$ cat src/rtl/cp0_intc_if.sv
// CP0 interrupt-controller bus: pipeline-side register access, victim info and the flush request.
// The master modport is the pipeline, the slave modport is the coprocessor.
interface cp0_intc_if #(
  parameter int NUM_HWINT = 6
);
  logic [NUM_HWINT-1:0] HWInt;
  logic [4:0]           A1;
  logic [4:0]           A2;
  logic [31:0]          WData;
  logic                 We;
  logic [31:0]          VPC;
  logic                 BDIn;
  logic [4:0]           ExcCodeIn;
  logic                 EXLClr;
  logic                 Req;
  logic [31:0]          EPCOut;
  logic [31:0]          RData;

  modport master (
    output HWInt, A1, A2, WData, We, VPC, BDIn, ExcCodeIn, EXLClr,
    input  Req, EPCOut, RData
  );

  modport slave (
    input  HWInt, A1, A2, WData, We, VPC, BDIn, ExcCodeIn, EXLClr,
    output Req, EPCOut, RData
  );
endinterface

$ cat src/rtl/cp0_intc.sv
// CP0 SR/Cause/EPC/PRId with interrupt sampling; Req and RData are combinational, state updates next edge.
// No backpressure: a raised Req takes the exception on the next edge and masks mtc0 in that cycle.
module cp0_intc #(
  parameter int                   NUM_HWINT  = 6,
  parameter logic [NUM_HWINT-1:0] EDGE_MASK  = '0,
  parameter logic [31:0]          PRID_VALUE = 32'h0000_0007
) (
  input logic         Clk,
  input logic         Reset,
  cp0_intc_if.slave   bus
);
  localparam int IP_LO = 10;

  logic [NUM_HWINT-1:0] hwSample;
  logic [NUM_HWINT-1:0] edgePend;
  logic [NUM_HWINT-1:0] im;
  logic                 ie;
  logic                 exl;
  logic                 bd;
  logic [4:0]           excCode;
  logic [31:0]          epc;

  logic [NUM_HWINT-1:0] ip;
  logic [NUM_HWINT-1:0] edgeRise;
  logic [NUM_HWINT-1:0] causeClr;
  logic                 intReq;
  logic                 excReq;
  logic                 req;
  logic                 wrEn;
  logic                 wrSr;
  logic                 wrCause;
  logic                 wrEpc;
  logic [31:0]          victimPc;

  // Level lines follow the sample; edge lines show their sticky pending bit.
  assign ip       = (hwSample & ~EDGE_MASK) | (edgePend & EDGE_MASK);
  assign edgeRise = bus.HWInt & ~hwSample;

  assign intReq = (|(ip & im)) & ie & ~exl;
  assign excReq = (bus.ExcCodeIn != 5'd0) & ~exl;
  assign req    = intReq | excReq;

  assign wrEn    = bus.We & ~req;
  assign wrSr    = wrEn && (bus.A2 == 5'd12);
  assign wrCause = wrEn && (bus.A2 == 5'd13);
  assign wrEpc   = wrEn && (bus.A2 == 5'd14);

  assign causeClr = wrCause ? ~bus.WData[IP_LO +: NUM_HWINT] : '0;
  assign victimPc = bus.BDIn ? (bus.VPC - 32'd4) : bus.VPC;

  always_ff @(posedge Clk) begin
    if (Reset) begin
      hwSample <= '0;
      edgePend <= '0;
      im       <= '0;
      ie       <= 1'b0;
      exl      <= 1'b0;
      bd       <= 1'b0;
      excCode  <= 5'd0;
      epc      <= 32'd0;
    end else begin
      hwSample <= bus.HWInt;
      // A rise in the clearing cycle re-arms the bit.
      edgePend <= ((edgePend & ~causeClr) | edgeRise) & EDGE_MASK;

      if (wrSr) begin
        im <= bus.WData[IP_LO +: NUM_HWINT];
        ie <= bus.WData[0];
      end

      // Exception entry sets EXL; eret beats a concurrent software write of EXL.
      if (req)             exl <= 1'b1;
      else if (bus.EXLClr) exl <= 1'b0;
      else if (wrSr)       exl <= bus.WData[1];

      if (req) begin
        bd      <= bus.BDIn;
        excCode <= intReq ? 5'd0 : bus.ExcCodeIn;
        epc     <= {victimPc[31:2], 2'b00};
      end else if (wrEpc) begin
        epc <= {bus.WData[31:2], 2'b00};
      end
    end
  end

  logic [31:0] srVal;
  logic [31:0] causeVal;

  always_comb begin
    srVal                       = '0;
    srVal[IP_LO +: NUM_HWINT]   = im;
    srVal[1]                    = exl;
    srVal[0]                    = ie;
    causeVal                    = '0;
    causeVal[31]                = bd;
    causeVal[IP_LO +: NUM_HWINT] = ip;
    causeVal[6:2]               = excCode;
    case (bus.A1)
      5'd12:   bus.RData = srVal;
      5'd13:   bus.RData = causeVal;
      5'd14:   bus.RData = epc;
      5'd15:   bus.RData = PRID_VALUE;
      default: bus.RData = '0;
    endcase
  end

  assign bus.Req    = req;
  assign bus.EPCOut = epc;
endmodule

$ cat src/flat_wrapper.sv
// flat-port wrapper written by rule: the top's interface ports become plain ports
module cp0_intc_flat 
#(
  parameter int                   NUM_HWINT  = 6,
  parameter logic [NUM_HWINT-1:0] EDGE_MASK  = '0,
  parameter logic [31:0]          PRID_VALUE = 32'h0000_0007
)
  (Clk, Reset, bus_HWInt, bus_A1, bus_A2, bus_WData, bus_We, bus_VPC, bus_BDIn, bus_ExcCodeIn, bus_EXLClr, bus_Req, bus_EPCOut, bus_RData);
  cp0_intc_if #(.NUM_HWINT(NUM_HWINT)) bus_i ();
  input logic Clk;
  input logic Reset;
  input wire logic [$bits(bus_i.HWInt)-1:0] bus_HWInt;
  input wire logic [$bits(bus_i.A1)-1:0] bus_A1;
  input wire logic [$bits(bus_i.A2)-1:0] bus_A2;
  input wire logic [$bits(bus_i.WData)-1:0] bus_WData;
  input wire logic [$bits(bus_i.We)-1:0] bus_We;
  input wire logic [$bits(bus_i.VPC)-1:0] bus_VPC;
  input wire logic [$bits(bus_i.BDIn)-1:0] bus_BDIn;
  input wire logic [$bits(bus_i.ExcCodeIn)-1:0] bus_ExcCodeIn;
  input wire logic [$bits(bus_i.EXLClr)-1:0] bus_EXLClr;
  output wire logic [$bits(bus_i.Req)-1:0] bus_Req;
  output wire logic [$bits(bus_i.EPCOut)-1:0] bus_EPCOut;
  output wire logic [$bits(bus_i.RData)-1:0] bus_RData;
  assign bus_i.HWInt = bus_HWInt;
  assign bus_i.A1 = bus_A1;
  assign bus_i.A2 = bus_A2;
  assign bus_i.WData = bus_WData;
  assign bus_i.We = bus_We;
  assign bus_i.VPC = bus_VPC;
  assign bus_i.BDIn = bus_BDIn;
  assign bus_i.ExcCodeIn = bus_ExcCodeIn;
  assign bus_i.EXLClr = bus_EXLClr;
  assign bus_Req = bus_i.Req;
  assign bus_EPCOut = bus_i.EPCOut;
  assign bus_RData = bus_i.RData;
  cp0_intc #(.NUM_HWINT(NUM_HWINT), .EDGE_MASK(EDGE_MASK), .PRID_VALUE(PRID_VALUE)) u_core (.Clk(Clk), .Reset(Reset), .bus(bus_i));
endmodule
$ cat config.mk
export PLATFORM = sky130hd
export DESIGN_NAME = cp0_intc_flat
export DESIGN_NICKNAME = d
export VERILOG_FILES = /design/src/rtl/cp0_intc_if.sv /design/src/rtl/cp0_intc.sv /design/src/flat_wrapper.sv
export SDC_FILE = /design/constraint.sdc
export NUM_CORES = 1
export LEC_CHECK = 0
export BUFFER_PORTS_ARGS = -buffer_cell sky130_fd_sc_hd__buf_2
export CAP_MARGIN = 20
export CORE_MARGIN = 4
export CORE_UTILIZATION = 45
export CTS_BUF_LIST = sky130_fd_sc_hd__clkbuf_8 sky130_fd_sc_hd__clkbuf_16
export DETAILED_ROUTE_END_ITERATION = 7
export PLACE_DENSITY = 0.79
export SLEW_MARGIN = 20
export SYNTH_ARGS = -nofsm -noshare
export SYNTH_HDL_FRONTEND = slang
export SYNTH_SLANG_ARGS = --single-unit
$ cat constraint.sdc
create_clock -name Clk -period 7.7 [get_ports Clk]
set_input_delay 0.77 -clock Clk [delete_from_list [all_inputs] [get_ports Clk]]
set_output_delay 0.77 -clock Clk [all_outputs]
set_load 0.02 [all_outputs]
# Word-level counts from Yosys, hierarchy flattened
# Index checks and enable logic that the tools add are counted.
word_totals:
  register_bits: 50
  out_inout_bits: 65
  word_cells: 36
classes:
  n_addsub: 1
  n_eq_ne: 6
  n_mux: 8
  bitwise: 8
  n_reduce_logical: 6
op_table:
  columns: ["operator", "n"]
  rows:
  - ["$pmux W32 S4", 1]
  - ["$mux W32", 3]
  - ["$sub A32 B3 Y32 const B", 1]
  - ["$eq A5 B4 Y1 const B", 6]
  - ["$and A6 B6 Y6", 1]
  - ["$reduce_or A6 Y1", 1]
  - ["$mux W5", 1]
  - ["$reduce_bool A5 Y1", 1]
  - ["$and A1 B1 Y1", 4]
  - ["$mux W1", 3]
  - ["$reduce_bool A3 Y1", 1]
  - ["$logic_and A1 B1 Y1", 2]
  - ["$not A1 Y1", 2]
  - ["$reduce_bool A2 Y1", 1]
  - ["$or A1 B1 Y1", 1]

# Depth between registers and ports, before layout
logic_depth:
  depth_word: 11
  ltp_mapped: 7
  mapped_depth_nobuf: 7

# Worst setup path before layout
# Ideal clock, no wire load.
synth_timing:
  kind: "input to register"
  startpoint: "input bus_VPC[16]"
  endpoint: "register u_core.epc[31], in the netlist u_core.bus.EPCOut[31]"
  setup_ns: 0.091
  arrival_ns: 2.861
  slack_ns: 4.748
  stages: 7
  n_path_buf: 2
  cell_sequence: "or4_4 > or2_1 > buf_6 > or4_1 > buf_2 > or4_1 > a311oi_1"
synth_between:
  elab_chain_cells: 3
synth_rtl:
  columns: ["item", "line_no", "source"]
  rows:
  - ["from (decl)", "flat_wrapper.sv:17", "input wire logic [$bits(bus_i.VPC)-1:0] bus_VPC;"]
  - ["$sub A32 B3 Y32", "cp0_intc.sv:49", "assign victimPc = bus.BDIn ? (bus.VPC - 32'd4) : bus.VPC;"]
  - ["$mux W32", "cp0_intc.sv:49", null]
  - ["$mux W32", "cp0_intc.sv:76", "if (req) begin"]
  - ["to (signal assigned)", "cp0_intc.sv:79", "epc <= {victimPc[31:2], 2'b00};"]
  - ["to (signal assigned)", "cp0_intc.sv:81", "epc <= {bus.WData[31:2], 2'b00};"]
  - ["to (decl)", "cp0_intc.sv:21", "logic [31:0] epc;"]
# No other way between the ends.
# A chain may end at the register's enable or synchronous reset.

# Worst setup path after layout
layout_timing:
  startpoint: "input bus_A1[1]"
  endpoint: "output bus_RData[17]"
layout_between:
  elab_chain_cells: 2
  elab_cells_between_ends: 5
layout_rtl:
  columns: ["item", "line_no", "source"]
  rows:
  - ["from (decl)", "flat_wrapper.sv:13", "input wire logic [$bits(bus_i.A1)-1:0] bus_A1;"]
  - ["$eq A5 B4 Y1", "cp0_intc.sv:98", "case (bus.A1)"]
  - ["$pmux W32 S4 (*)", "cp0_intc.sv:98", null]
  - ["to (decl)", "flat_wrapper.sv:23", "output wire logic [$bits(bus_i.RData)-1:0] bus_RData;"]
# Every way passes the cells marked *; elsewhere a longest branch is shown, timed or not.

==> tab_implementation.tex <==
\begin{tabular}{lr}
\hline
Metric & Value \\
\hline
\multicolumn{2}{l}{\textbf{Timing}} \\
\quad Number of endpoints failing setup at the final stage & 0 \\
\quad Relative slew slack & 35.78\% \\
\quad Max Transition Viols Final & 0 \\
\quad Aggregate negative setup slack & 0 ns \\
\quad Clock Skews & 0.003436 ns \\
\quad Maximum operating frequency & 310.9 MHz \\
\quad Worst-Margin Slew & 0.9633 ns \\
\quad Final hold violations & 0 \\
\quad Setup repair after global routing missed its margin & no \\
\quad Share of the cycle needed by the critical path after routing & 41.77\% \\
\quad Final Critical Period & 3.216 ns \\
\multicolumn{2}{l}{\textbf{Global route}} \\
\quad Initial antenna violation count & 0 \\
\quad Met1 Track Usage GR & 26.29\% \\
\quad Global routing usage summed across all routing layers & 20.92\% \\
\quad Overall overflow remaining after global route & 0 \\
\quad Layer with the highest usage after global routing & met2 \\
\quad Global routing usage on met2 & 36.32\% \\
\quad Number of global-route vias before repair & 3058 \\
\quad Met3 capacity usage during global routing & 3.500\% \\
\quad Pin count of the biggest net entering global routing & 51 \\
\quad Wire length of the first global-routing pass & 14460 um \\
\multicolumn{2}{l}{\textbf{Floorplanning}} \\
\quad Area of the die & 0.008239 mm2 \\
\quad Die outline width & 90.77 um \\
\quad Number of ports placed on the die boundary & 155 \\
\quad Initial cell density of the core & 47.47\% \\
\quad Die Y-Extent & 90.77 um \\
\quad Core box area & 0.006495 mm2 \\
\quad Std-Cell Rows & 29 \\
\multicolumn{2}{l}{\textbf{Setup path}} \\
\quad Worst r2r dst & u\_core.bus.EPCOut[13] \\
\quad Register-to-register setup slack & 5.51 ns \\
\quad Type of element launching the critical path & input port \\
\quad Data required, critical path & 6.93 ns \\
\quad Type of the worst setup path & in2out \\
\quad Type of destination of the critical path & output port \\
\quad Data arrival time of the critical path & 2.45 ns \\
\quad Depth of the most critical reg-to-reg path & 8 \\
\quad Highest fanout seen on the critical path & 18 \\
\quad Worst flop-to-flop path startpoint & u\_core.im[0] \\
\multicolumn{2}{l}{\textbf{Clock network}} \\
\quad Quantity of hold-fixing buffers added after cts & 0 \\
\quad Post-CTS clock slew at the launch and capture registers of the worst setup and hold paths & 0.08 ns \\
\quad Number of clock buffers inserted by TritonCTS & 5 \\
\quad Maximum buffer depth of the clock tree & 2 \\
\quad Clock tree from TritonCTS & done \\
\quad Total number of clock tree sinks & 50 \\
\quad Count of H-tree levels built during CTS & 2 \\
\quad Post CTS Setup Buffer Count & 0 \\
\quad Clock latency of the later-clocked register in the worst-skew pair & 0.30 ns \\
\quad Post-cts sizing count & 0 \\
\quad Library cell used as clock root buffer & sky130\_fd\_sc\_hd\_\_clkbuf\_8 \\
\multicolumn{2}{l}{\textbf{Min path}} \\
\quad Worst hold path endpoint & u\_core.excCode[1] \\
\quad Worst min-delay path class & reg2reg \\
\quad Hold\_sp & u\_core.excCode[1] \\
\quad Number of cells traversed by the worst hold path & 2 \\
\multicolumn{2}{l}{\textbf{Power and ir drop}} \\
\quad Leakage Power & 1.733 nW \\
\quad Worst ir drop on vdd & 59.89 uV \\
\quad Post-layout power & 0.5959 mW \\
\quad Power per unit of standard cell area & 149.4 mW/mm2 \\
\multicolumn{2}{l}{\textbf{Layout}} \\
\quad Layout Cell Area excl Fill & 0.003988 mm2 \\
\quad Total inserted antenna cells & 0 \\
\quad Share of final-layout standard cells stronger than drive strength 1 & 34.44\% \\
\quad Non-filler instance count after layout & 588 \\
\quad Final standard cell utilization of the core & 61.39\% \\
\quad Post-layout net count & 601 \\
\quad Total of fill cells in the finished design & 580 \\
\quad Synthesis-to-layout area growth & 29.34\% \\
\multicolumn{2}{l}{\textbf{Detailed routing}} \\
\quad Post-detailed-route wirelength per cell & 15.54 um \\
\quad Iter 0 DRT Violations & 124 \\
\quad Wirelength, routed & 9138 um \\
\quad Number of DRC violations after detailed routing & 0 \\
\quad Overall via count from detail\_route & 3236 \\
\quad Drt pass-1 iters & 5 \\
\quad Vias per cell & 5.503 \\
\quad Number of nets still failing antenna checks after routing & 0 \\
\multicolumn{2}{l}{\textbf{Synthesis}} \\
\quad Async SR Flop Fraction & 0\% \\
\quad Cell Area, Synth & 0.003083 mm2 \\
\quad Count of mapped cells out of synthesis & 372 \\
\quad Leading area contributor after synthesis & sky130\_fd\_sc\_hd\_\_dfxtp\_1 \\
\quad Most common cell in the synthesized netlist & sky130\_fd\_sc\_hd\_\_dfxtp\_1 \\
\quad Number of library cell types mapped by synthesis & 45 \\
\quad Mean instance size in the synthesized netlist & 8.288 um2 \\
\quad Synth warnings & 0 \\
\quad Commonest cells in the netlist & sky130\_fd\_sc\_hd\_\_dfxtp\_1, sky130\_fd\_sc\_hd\_\_nor2\_1, sky130\_fd\_sc\_hd\_\_mux2i\_1 \\
\quad Area contributors post-synth & sky130\_fd\_sc\_hd\_\_dfxtp\_1, sky130\_fd\_sc\_hd\_\_mux2i\_1, sky130\_fd\_sc\_hd\_\_nor2\_1, sky130\_fd\_sc\_hd\_\_xnor2\_1, sky130\_fd\_sc\_hd\_\_a21oi\_1 \\
\quad Flip-flop and latch count after synthesis & 50 \\
\quad Area fraction of the dominant cell type after synthesis & 32.47\% \\
\quad Sequential cell area fraction in the yosys report & 32.47\% \\
\quad Flip-flop cell with the highest count after synthesis & sky130\_fd\_sc\_hd\_\_dfxtp\_1 \\
\quad Number of enable-type register cells in the synthesized netlist & 0 \\
\multicolumn{2}{l}{\textbf{Placement}} \\
\quad Final RePlAce weighted congestion & 0.8615 \\
\quad Area post-placement & 0.003866 mm2 \\
\quad Number of port buffers & 150 \\
\quad Placed cells & 579 \\
\quad Post-DP HPWL & 7004 um \\
\multicolumn{2}{l}{\textbf{Flow run}} \\
\quad Max Cap Viol & 0 \\
\multicolumn{2}{l}{\textbf{Status}} \\
\quad Run status & complete, no violations \\
\hline
\end{tabular}
[sequential cells by signal, indices dropped and copies added, names as in the netlist]
register and count:
u_core.bd 1, u_core.ie 1, u_core.bus.EPCOut 30, u_core.hwSample 6, u_core.excCode 5, u_core.im 6
u_core.exl 1
[power breakdown]
group / total (mW) / internal (mW) / switching, mW
registers: 0.292 / 0.278 / 0.0136
clock network: 0.155 / 0.0713 / 0.0837
logic: 0.149 / 0.0628 / 0.0865
[how the worst max path moves through the flow]
stage                      from                    end  slack [ns]  cells after the start
floorplan           bus_VPC[16]  u_core.bus.EPCOut[31]        4.75                      7
global placement      bus_A1[4]          bus_RData[26]        4.32                      5
global route          bus_A1[1]          bus_RData[17]        4.30                      5
detailed placement    bus_A1[4]          bus_RData[17]        4.17                      5
CTS                   bus_A1[4]          bus_RData[17]        4.17                      5
finish                bus_A1[1]          bus_RData[17]        4.48                      5
[final cells by class]
class                           instances  area, um2  share of cell area, %
Multi-Input combinational cell        291       1964                  49.26
Sequential cell                        50       1001                  25.10
Timing Repair Buffer                  155      808.3                  20.27
Tap cell                               77      96.34                  2.416
Clock buffer                            6      82.58                  2.071
Inverter                                7      26.28                 0.6589
Clock inverter                          2      8.758                 0.2196
[kinds of logic (layout without fill, tap and decap cells)]
| logic type | after synthesis | after routing | share of synthesized area, % |
|---|---|---|---|
| buffers and inverters | 32 | 170 | 4.423 |
| adders and majority gates | 1 | 1 | 0.4058 |
| DFF | 50 | 50 | 32.47 |
| muxes | 44 | 44 | 14.45 |
| xor gates and xnor gates | 24 | 24 | 6.818 |
| AOI/OAI and AO/OA | 76 | 76 | 16.27 |
| other | 1 | 2 | 0.1216 |
| and+or+nand+nor | 144 | 144 | 25.04 |
[layer usage]
layer | up-vias | share of wire (%)
met3 | 10 | 6.4
met2 | 120 | 49
met4 | 0 | 1.4
met5 | - | 0
met1 | 1505 | 43
li1 | 1601 | -
[layout by cell type, fill, tap and decap left out, types with 3 or more instances in the layout]
master	instances
sky130_fd_sc_hd__buf_2	150
sky130_fd_sc_hd__mux2_2	4
sky130_fd_sc_hd__and2_1	18
sky130_fd_sc_hd__a21o_1	10
sky130_fd_sc_hd__nand2_1	13
sky130_fd_sc_hd__nand4b_1	3
sky130_fd_sc_hd__buf_4	4
sky130_fd_sc_hd__a311oi_1	3
sky130_fd_sc_hd__xnor2_1	21
sky130_fd_sc_hd__or3_1	3
sky130_fd_sc_hd__clkbuf_8	6
sky130_fd_sc_hd__nor3_1	7
sky130_fd_sc_hd__o21a_1	4
sky130_fd_sc_hd__a211oi_1	15
sky130_fd_sc_hd__a21oi_1	30
sky130_fd_sc_hd__inv_1	8
sky130_fd_sc_hd__xor2_1	3
sky130_fd_sc_hd__dfxtp_1	50
sky130_fd_sc_hd__nand3_1	8
sky130_fd_sc_hd__mux2i_1	40
sky130_fd_sc_hd__nand4_1	3
sky130_fd_sc_hd__a22oi_1	8
sky130_fd_sc_hd__or4_1	6
sky130_fd_sc_hd__nor2b_1	8
sky130_fd_sc_hd__nor4_1	11
sky130_fd_sc_hd__nor2_1	48
[per-stage QoR]
stage | hold WS, ns | setup WS [ns]
floorplan | 0.4323 | 4.748
global placement | 0.4438 | 4.322
detailed placement | 0.4516 | 4.166
CTS | 0.4646 | 4.168
global route | 0.4860 | 4.299
finish | 0.4600 | 4.484
[critical path, cell delays in order]
cell and delay (ns):
sky130_fd_sc_hd__buf_2 0.27, sky130_fd_sc_hd__nor2b_1 0.37, sky130_fd_sc_hd__nor2b_2 0.63, sky130_fd_sc_hd__and2_1 0.23
sky130_fd_sc_hd__buf_2 0.17
Note: power is estimated with default switching activity, not from simulation.
